$ cat config.mk
export PLATFORM = sky130hd
export DESIGN_NAME = reg_dump_flat
export DESIGN_NICKNAME = d
export VERILOG_FILES = /design/src/rtl/reg_dump_if.sv /design/src/rtl/reg_dump.sv /design/src/flat_wrapper.sv
export SDC_FILE = /design/constraint.sdc
export NUM_CORES = 1
export LEC_CHECK = 0
export ABC_AREA = 1
export BUFFER_PORTS_ARGS = -buffer_cell sky130_fd_sc_hd__buf_2
export CAP_MARGIN = 20
export CORE_ASPECT_RATIO = 0.8
export CORE_MARGIN = 2
export CORE_UTILIZATION = 59
export DETAILED_ROUTE_END_ITERATION = 10
export MAX_ROUTING_LAYER = met4
export PLACE_DENSITY = 0.85
export SYNTH_ARGS = -nofsm -noshare
export SYNTH_HDL_FRONTEND = slang
export SYNTH_SLANG_ARGS = --single-unit
export TNS_END_PERCENT = 1
$ cat constraint.sdc
create_clock -name clk -period 2.56 [get_ports clk]
set_input_delay 0.256 -clock clk [delete_from_list [all_inputs] [get_ports clk]]
set_output_delay 0.256 -clock clk [all_outputs]
set_load 0.01 [all_outputs]
$ cat src/rtl/reg_dump_if.sv
// Bundle between the register-dump engine, its start/status owner and the byte sink.
// No latency of its own; pure wiring.
// The tx_valid/tx_ready pair carries the backpressure from the sink.
interface reg_dump_if #(
    parameter int WORD_SIZE = 32
);
    logic                 start;
    logic [4:0]           debug_reg;
    logic [WORD_SIZE-1:0] debug_reg_out;
    logic [7:0]           tx_data;
    logic                 tx_valid;
    logic                 tx_ready;
    logic                 busy;
    logic                 done;

    modport master (
        input  start, debug_reg_out, tx_ready,
        output debug_reg, tx_data, tx_valid, busy, done
    );

    modport slave (
        output start, debug_reg_out, tx_ready,
        input  debug_reg, tx_data, tx_valid, busy, done
    );
endinterface

$ cat src/rtl/reg_dump.sv
// Serialises registers 0..NUM_REGS-1 from the debug read port as A5 + LSB-first bytes.
// First byte valid one cycle after start; one FETCH bubble per register, done pulse at end.
// Stalls in SYNC/SEND while tx_ready is low, holding tx_valid/tx_data; start ignored while busy.
module reg_dump #(
    parameter int WORD_SIZE = 32,
    parameter int NUM_REGS  = 32
) (
    input  logic       clk,
    input  logic       rst,
    reg_dump_if.master bus
);
    localparam int BYTES = WORD_SIZE / 8;
    localparam int RW    = (NUM_REGS > 1) ? $clog2(NUM_REGS) : 1;
    localparam int BW    = (BYTES > 1) ? $clog2(BYTES) : 1;
    localparam logic [RW-1:0] LAST_REG  = RW'(NUM_REGS - 1);
    localparam logic [BW-1:0] LAST_BYTE = BW'(BYTES - 1);
    localparam logic [7:0]    SYNC_BYTE = 8'hA5;

    typedef enum logic [2:0] {IDLE, SYNC, FETCH, SEND, DONE} state_t;

    state_t               state;
    logic [RW-1:0]        reg_idx;
    logic [BW-1:0]        byte_idx;
    logic [WORD_SIZE-1:0] shift;
    logic [WORD_SIZE-1:0] shift_nxt;
    logic [RW-1:0]        reg_nxt;
    logic                 hs;

    assign hs        = bus.tx_valid && bus.tx_ready;
    assign shift_nxt = shift >> 8;
    assign reg_nxt   = reg_idx + RW'(1);

    // tx_data always mirrors shift[7:0] in SEND, so it is loaded one step ahead of the shift.
    always_ff @(posedge clk or negedge rst) begin
        if (!rst) begin
            state         <= IDLE;
            reg_idx       <= '0;
            byte_idx      <= '0;
            shift         <= '0;
            bus.tx_valid  <= 1'b0;
            bus.tx_data   <= 8'h00;
            bus.busy      <= 1'b0;
            bus.done      <= 1'b0;
            bus.debug_reg <= 5'd0;
        end else begin
            unique case (state)
                IDLE: begin
                    if (bus.start) begin
                        state        <= SYNC;
                        reg_idx      <= '0;
                        bus.tx_valid <= 1'b1;
                        bus.tx_data  <= SYNC_BYTE;
                        bus.busy     <= 1'b1;
                    end
                end
                SYNC: begin
                    if (hs) begin
                        state         <= FETCH;
                        bus.tx_valid  <= 1'b0;
                        bus.debug_reg <= 5'(reg_idx);
                    end
                end
                FETCH: begin
                    shift        <= bus.debug_reg_out;
                    byte_idx     <= '0;
                    bus.tx_data  <= bus.debug_reg_out[7:0];
                    bus.tx_valid <= 1'b1;
                    state        <= SEND;
                end
                SEND: begin
                    if (hs) begin
                        shift       <= shift_nxt;
                        bus.tx_data <= shift_nxt[7:0];
                        if (byte_idx == LAST_BYTE) begin
                            byte_idx     <= '0;
                            bus.tx_valid <= 1'b0;
                            if (reg_idx == LAST_REG) begin
                                state         <= DONE;
                                bus.done      <= 1'b1;
                                bus.debug_reg <= 5'd0;
                            end else begin
                                reg_idx       <= reg_nxt;
                                bus.debug_reg <= 5'(reg_nxt);
                                state         <= FETCH;
                            end
                        end else begin
                            byte_idx <= byte_idx + BW'(1);
                        end
                    end
                end
                DONE: begin
                    bus.done <= 1'b0;
                    bus.busy <= 1'b0;
                    state    <= IDLE;
                end
                default: state <= IDLE;
            endcase
        end
    end
endmodule

$ cat src/flat_wrapper.sv
// flat-port wrapper written by rule: the top's interface ports become plain ports
module reg_dump_flat 
#(
    parameter int WORD_SIZE = 32,
    parameter int NUM_REGS  = 32
)
  (clk, rst, bus_start, bus_debug_reg_out, bus_tx_ready, bus_debug_reg, bus_tx_data, bus_tx_valid, bus_busy, bus_done);
  reg_dump_if #(.WORD_SIZE(WORD_SIZE)) bus_i ();
  input  logic clk;
  input  logic rst;
  input wire logic [$bits(bus_i.start)-1:0] bus_start;
  input wire logic [$bits(bus_i.debug_reg_out)-1:0] bus_debug_reg_out;
  input wire logic [$bits(bus_i.tx_ready)-1:0] bus_tx_ready;
  output wire logic [$bits(bus_i.debug_reg)-1:0] bus_debug_reg;
  output wire logic [$bits(bus_i.tx_data)-1:0] bus_tx_data;
  output wire logic [$bits(bus_i.tx_valid)-1:0] bus_tx_valid;
  output wire logic [$bits(bus_i.busy)-1:0] bus_busy;
  output wire logic [$bits(bus_i.done)-1:0] bus_done;
  assign bus_i.start = bus_start;
  assign bus_i.debug_reg_out = bus_debug_reg_out;
  assign bus_i.tx_ready = bus_tx_ready;
  assign bus_debug_reg = bus_i.debug_reg;
  assign bus_tx_data = bus_i.tx_data;
  assign bus_tx_valid = bus_i.tx_valid;
  assign bus_busy = bus_i.busy;
  assign bus_done = bus_i.done;
  reg_dump #(.WORD_SIZE(WORD_SIZE), .NUM_REGS(NUM_REGS)) u_core (.clk(clk), .rst(rst), .bus(bus_i));
endmodule
==> results of run 1 <==
## metrics by stage
step	instance area [um2]	setup slack, ns	util (%)	std cells
floorplan	2570	1.03	-	329
global placement	2840	0.864	68.0	430
detailed placement	2840	0.829	68.0	430
CTS	2940	0.785	70.3	437
global route	2940	0.621	70.3	437
finish	2940	0.741	70.3	437
## path summary, 6_finish.rpt
path	startpoint	endpoint	slack [ns]	cells after the start
min reg2reg	u_core.bus.tx_data[0]	u_core.bus.tx_data[0]	0.48	2
max	u_core.reg_idx[0]	u_core.reg_idx[3]	0.74	8
min in group asynchronous	rst	u_core.bus.tx_data[0]	0.48	3
max reg2reg	u_core.reg_idx[0]	u_core.reg_idx[3]	0.74	8
min	bus_debug_reg_out[28]	u_core.shift[28]	0.16	3
max in group asynchronous	rst	u_core.shift[22]	1.83	3
## per-layer routing
metal | GRT usage, % | wire length (um) | up-vias
li1 | - | - | 1134
met4 | 7.81 | 68 | 0
met1 | 32.9 | 2540 | 1002
met3 | 4.62 | 250 | 7
met2 | 38.0 | 2520 | 54
met5 | - | 0 | -
## worst reg2reg max path, delay by kind of cell, from the launching register on
kind	cells	cell delay [ns]
AOI/OAI and AO/OA	1	0.32
adders and majority gates	2	0.44
DFF	1	0.46
and+or+nand+nor	5	0.49
## cells in the mapped netlist
cell        n  area, um2
a21boi_0    1       7.51
a21oi_1     4       20.0
a21oi_2     2       17.5
a22oi_1     1       7.51
a31oi_1     1       6.26
buf_2       3       15.0
buf_4       3       22.5
buf_6       3       33.8
clkbuf_2    1       5.00
dfrtp_1    50       1250
ha_1        4       50.1
inv_1      35        131
inv_2       4       15.0
nand2_1   119        447
nand2_2     3       18.8
nand2_4     2       22.5
nand3_1    11       55.1
nand3_2     4       40.0
nand4_1     5       31.3
nor2_1     20       75.1
nor2_2      1       6.26
nor2_4      2       22.5
nor2_8      1       20.0
nor3_1      1       5.00
o21a_1      1       7.51
o21ai_0    34        170
o21ai_1    12       60.1
or2_2       1       6.26
## power breakdown
group	total, mW	leakage [nW]	internal [mW]	switching [mW]
sequential	1.27	0.624	1.11	0.164
combinational	1.58	0.913	0.515	1.07
clock	0.452	0.0431	0.209	0.244
total	3.31	1.58	1.83	1.48
## cell type report
class / count / area share (%)
Clock buffer: 6 / 2.81
Inverter: 39 / 4.99
Multi-Input combinational cell: 230 / 37.3
Sequential cell: 50 / 42.6
Tap cell: 57 / 2.43
Timing Repair Buffer: 55 / 9.80
## kinds of logic (layout without fill, tap and decap cells)
| logic type | after synthesis | after routing | synth area share (%) |
|---|---|---|---|
| compound gates | 56 | 56 | 11.5 |
| buf+inv | 49 | 100 | 8.67 |
| fa+ha+maj | 4 | 4 | 1.95 |
| flops | 50 | 50 | 48.7 |
| simple gates | 170 | 170 | 29.2 |
==> results by group, run 1 <==
Status
  • Status: completed

STA
  • Worst hold margin: 0.160 ns
  • RSZ-0062 raised after global routing: no
  • Setup_tns: 0 ns
  • Endpoints failing hold: 0
  • Fin crit period: 1.82 ns
  • Fmax achieved: 0.550 GHz
  • Clk_skew: 0.00648 ns
  • Worst-margin pin slew: 0.404 ns
  • Slew Limit Headroom: 73.0%
  • Final Max Slew Viols: 0
  • Fin crit share: 71.0%
  • Final-report setup violation count: 0

Clock network
  • CTS H-Tree Depth: 2
  • Root Driver: clkbuf_8
  • Clock sink count: 50
  • Clock latency on the worst-skew pair: 0.30 ns
  • Number of hold buffers added after CTS: 1
  • Post-cts resize count: 0
  • Cts bufs inserted: 5
  • CTS tree: yes
  • Postcts setup bufs: 0
  • Longest Clk Path Bufs: 2
  • Clock Pin Slew Worst Setup and Hold Paths: 0.09 ns

Routing
  • Via count: 2197
  • Routed len/inst: 12.3 um
  • First DRT Iteration DRCs: 147
  • Detailed-route DRC error count: 0
  • First-pass iteration count of the detailed router: 4
  • Vias/cell: 5.03
  • WL final: 5.38 mm
  • Number of nets with antenna violations after detailed routing: 0

Global routing
  • Number of global-route vias before repair: 2042
  • Gr usage total: 24.5%
  • Largest net degree at the start of global routing: 44
  • Initial antenna violation count: 0
  • Congestion Overflow GR: 0
  • First-pass GRT wire length: 9.12 mm

Placed design
  • DP HPWL: 3.76 mm
  • RePlAce Congestion: 0.909
  • I/O Buffers: 51

Layout
  • Fin nets: 421
  • Most common cell after layout, fill and taps aside: nand2_1
  • Ratio of cells with drive above 1 in the final layout: 21.1%
  • Fillers: 363
  • Area of the multi-input gates: 0.00110 mm2
  • Number of flip-flops in the largest register: 24
  • Area Growth Syn to Fin: 14.2%
  • Top reg by flops: u_core.shift
  • Largest regs: u_core.shift x24, u_core.bus.tx_data x8
  • FF+latch area: 0.00125 mm2
  • Antenna Cells: 0
  • Most frequent cells in the layout: 119 x nand2_1, 51 x buf_2, 50 x dfrtp_1, 35 x inv_1, 34 x o21ai_0

Synth
  • Average cell area after synthesis: 7.81 um2
  • Cells after Synth: 329
  • Sequential area share after synthesis: 48.7%
  • Syn_nets: 369
  • Distinct cells, synth: 28
  • Post-Syn Area: 0.00257 mm2
  • YS warnings: 0
  • Seq cells post-synth: 50

Pwr
  • Power Density: 1130 mW/mm2
  • Leak Pwr: 1.58 nW
  • Overall power: 3.31 mW
  • VDD IR-drop max: 639 uV

Critical path
  • CP bufs+invs: 0
  • Crit-path cells: ha_1 -> nand2_1 -> nor2_1 -> ha_1 -> o21ai_1 -> nand3_2 -> nand2_1 -> nand2_1
  • Slowest cell on the critical path: dfrtp_1
  • CP dominant cell by count: nand2_1
  • CP max FO: 6
  • Endpoint class of the critical path: flop
  • Worst Setup Start Kind: flop
  • CP Data Arrival Time: 2.01 ns
  • CP Data Required Time: 2.75 ns
  • Largest delay contributor family on the critical path: simple AND/OR/NAND/NOR gates
  • Max stage delay on crit path: 0.46 ns
  • WS Path Type: reg -> reg

Job
  • MaxCap Viol Count: 0

Die
  • Die height: 63.0 um
  • Core box area: 0.00418 mm2
  • Die Wd: 77.8 um
  • Initial Utilization: 61.5%
  • # rows: 21
  • I/O pin cnt: 52
  • Die ar.: 0.00490 mm2

Worst hold path
  • Worst Hold Class: in -> reg
No activity file was read; power rests on OpenSTA's default activity.
==> inputs of run 2 (changes only) <==
CORE_UTILIZATION = 49   (was 59)
PLACE_DENSITY = 0.75   (was 0.85)
clock period = 1.5 ns   (was 2.56 ns; I/O delays follow)
==> results by group, run 2 (synthesized netlist as in run 1, its figures left out) <==
Critical path
  • CP max FO: 5 (-1)
  • FF-to-FF Start: u_core.reg_idx[0]
  • Crit path from: u_core.reg_idx[0]
  • WS Path Type: reg -> reg
  • CP Data Arrival Time: 1.65 ns (-0.36 ns)
  • Endpoint class of the critical path: flop
  • CP Data Required Time: 1.69 ns (-1.06 ns)
  • Worst Setup Start Kind: flop

Pwr
  • Comb pwr share: 49.3% (+1.5 points)
  • Switch share: 42.0% (-2.6 points)
  • Reg power frac: 35.4% (-3.1 points)
  • Power Density: 1920 mW/mm2 (+71%)
  • Leak Pwr: 1.68 nW (+6.2%)
  • VDD IR-drop max: 1100 uV (+73%)
  • Overall power: 6.11 mW (+85%)
  • Cell internal pwr: 3.55 mW (+93%)
  • P_sw: 2.57 mW (+74%)
  • Clock power share: 15.2% (+1.5 points)

Clock network
  • Cts bufs inserted: 5 (unchanged)
  • Clock Pin Slew Worst Setup and Hold Paths: 0.08 ns (about the same)
  • Clock latency on the worst-skew pair: 0.30 ns (about the same)
  • CTS H-Tree Depth: 2 (unchanged)
  • CTS tree: yes
  • Clock sink count: 50 (unchanged)
  • Longest Clk Path Bufs: 2 (unchanged)
  • Root Driver: clkbuf_8

Layout
  • Fin util: 63.1% (-7.2 points)
  • Antenna Cells: 0 (unchanged)
  • Area Growth Syn to Fin: 23.6%
  • Final instance area: 0.00318 mm2 (+8.2%)
  • Most common cell after layout, fill and taps aside: nand2_1
  • Number of flip-flops in the largest register: 24 (unchanged)
  • Fin nets: 434 (+3.1%)
  • Fillers: 437 (+20%)
  • Top reg by flops: u_core.shift
  • Largest regs: u_core.shift x24, u_core.bus.tx_data x8
  • Ratio of cells with drive above 1 in the final layout: 26.3% (+5.3 points)
  • Most frequent cells in the layout: 118 x nand2_1, 51 x buf_2, 47 x dfrtp_1, 35 x inv_1, 33 x o21ai_0

Routing
  • First DRT Iteration DRCs: 152 (+3.4%)
  • Met2 wire len: 2.37 mm (-5.8%)
  • First-pass iteration count of the detailed router: 4 (unchanged)
  • Top routing layer in use: met4
  • Number of nets with antenna violations after detailed routing: 0 (unchanged)
  • Routed len/inst: 12.1 um (-1.3%)
  • WL final: 5.55 mm (+3.2%)
  • Detailed-route DRC error count: 0 (unchanged)
  • Metal-1 WL: 2.88 mm (+13%)
  • Met3 WL post-DR: 249 um (-0.40%)
  • Via count: 2228 (+1.4%)
  • Vias/cell: 4.88 (-3.0%)

Worst hold path
  • Worst Hold Class: in -> reg
  • Hold Crit Start: bus_debug_reg_out[24]

Placed design
  • DP HPWL: 4.06 mm (+8.0%)
  • I/O Buffers: 51 (unchanged)
  • Placed Area: 0.00297 mm2 (+4.6%)
  • RePlAce Congestion: 0.948 (+4.3%)

STA
  • Fmax achieved: 0.683 GHz (+24%)
  • Final-report setup violation count: 0 (unchanged)
  • Endpoints failing hold: 0 (unchanged)
  • Worst hold margin: 0.0558 ns (-0.104 ns)
  • Worst-margin pin slew: 0.461 ns (+0.0565 ns)
  • Slew Limit Headroom: 69.3% (-3.7 points)
  • Clk_skew: 0.00620 ns (-0.000280 ns)
  • Final Max Slew Viols: 0 (unchanged)
  • Fin crit period: 1.46 ns (-0.354 ns)
  • Fin crit share: 97.7% (+27 points)
  • RSZ-0062 raised after global routing: yes

Die
  • Die height: 68.8 um (+9.1%)
  • # rows: 23 (+9.5%)
  • Core box area: 0.00504 mm2 (+21%)
  • Initial Utilization: 51.0% (-10 points)
  • I/O pin cnt: 52 (unchanged)
  • Die Wd: 85.0 um (+9.2%)
  • Die ar.: 0.00584 mm2 (+19%)

Status
  • Status: completed

Global routing
  • Number of global-route vias before repair: 2158 (+5.7%)
  • Initial antenna violation count: 0 (unchanged)
  • Gr usage total: 20.9% (-3.6 points)
  • Congestion Overflow GR: 0 (unchanged)
  • Largest net degree at the start of global routing: 34 (-23%)
  • First-pass GRT wire length: 9.35 mm (+2.5%)

Job
  • MaxCap Viol Count: 0 (unchanged)
-- run 2: worst paths after layout --
check                                              to  slack (ns)  depth (start not counted)
min in group asynchronous       u_core.bus.tx_data[5]        0.33                          2
max in group asynchronous            u_core.shift[29]        0.65                          3
worst min register to register  u_core.bus.tx_data[6]        0.48                          2
worst max register to register      u_core.reg_idx[4]        0.04                          8
worst min-delay path                 u_core.shift[24]        0.06                          3
worst max-delay path                u_core.reg_idx[4]        0.04                          8
-- run 2: layout make-up --
type	instances	area [um2]	area share (%)
Timing Repair Buffer	68	439	13.8
Multi-Input combinational cell	230	1150	36.3
Clock buffer	7	76.3	2.40
Sequential cell	50	1250	39.5
Inverter	39	146	4.61
Tap cell	62	77.6	2.44
Clock inverter	1	30.0	0.945
-- run 2: power groups by stage --
stage | clock (mW) | sequential, mW | combinational, mW
CTS | 0.958 | 2.15 | 2.99
global placement | 0 | 2.15 | 2.91
floorplan | 0 | 2.22 | 2.09
finish | 0.932 | 2.17 | 3.02
detailed placement | 0 | 2.18 | 2.97
global route | 1.02 | 2.23 | 3.44
-- run 2: worst max-delay path: stages (launching register included) --
cell	delay, ns
dfrtp_1	0.43
ha_4	0.18
nand2_4	0.06
nor2_4	0.04
ha_2	0.18
o21ai_2	0.14
nand3_2	0.15
nand2_1	0.11
nand2_1	0.05
-- run 2: per-stage QoR --
step	worst slack [ns]	setup TNS (ns)	instances
6_report	0.0351	0	457
4_1_cts	0.00320	0	455
3_3_place_gp	0.0506	0	446
5_1_grt	-0.0332	-0.0760	457
3_5_place_dp	-0.00845	-0.0147	446
2_1_floorplan	0.0268	0	329
-- run 2: metal layers --
layer	vias up	GRT usage [%]
met5	-	-
met4	0	4.56
met3	6	4.76
met2	59	32.6
met1	997	28.3
li1	1166	-
-- run 2: timing repair --
action | CTS | global route
pin swaps | 3 | 5
setup endpoints to repair | 6 | 44
hold endpoints to repair | 17 | 0
buffers inserted | 0 | 2
hold buffers | 1 | 0
resized for setup | 2 | 15
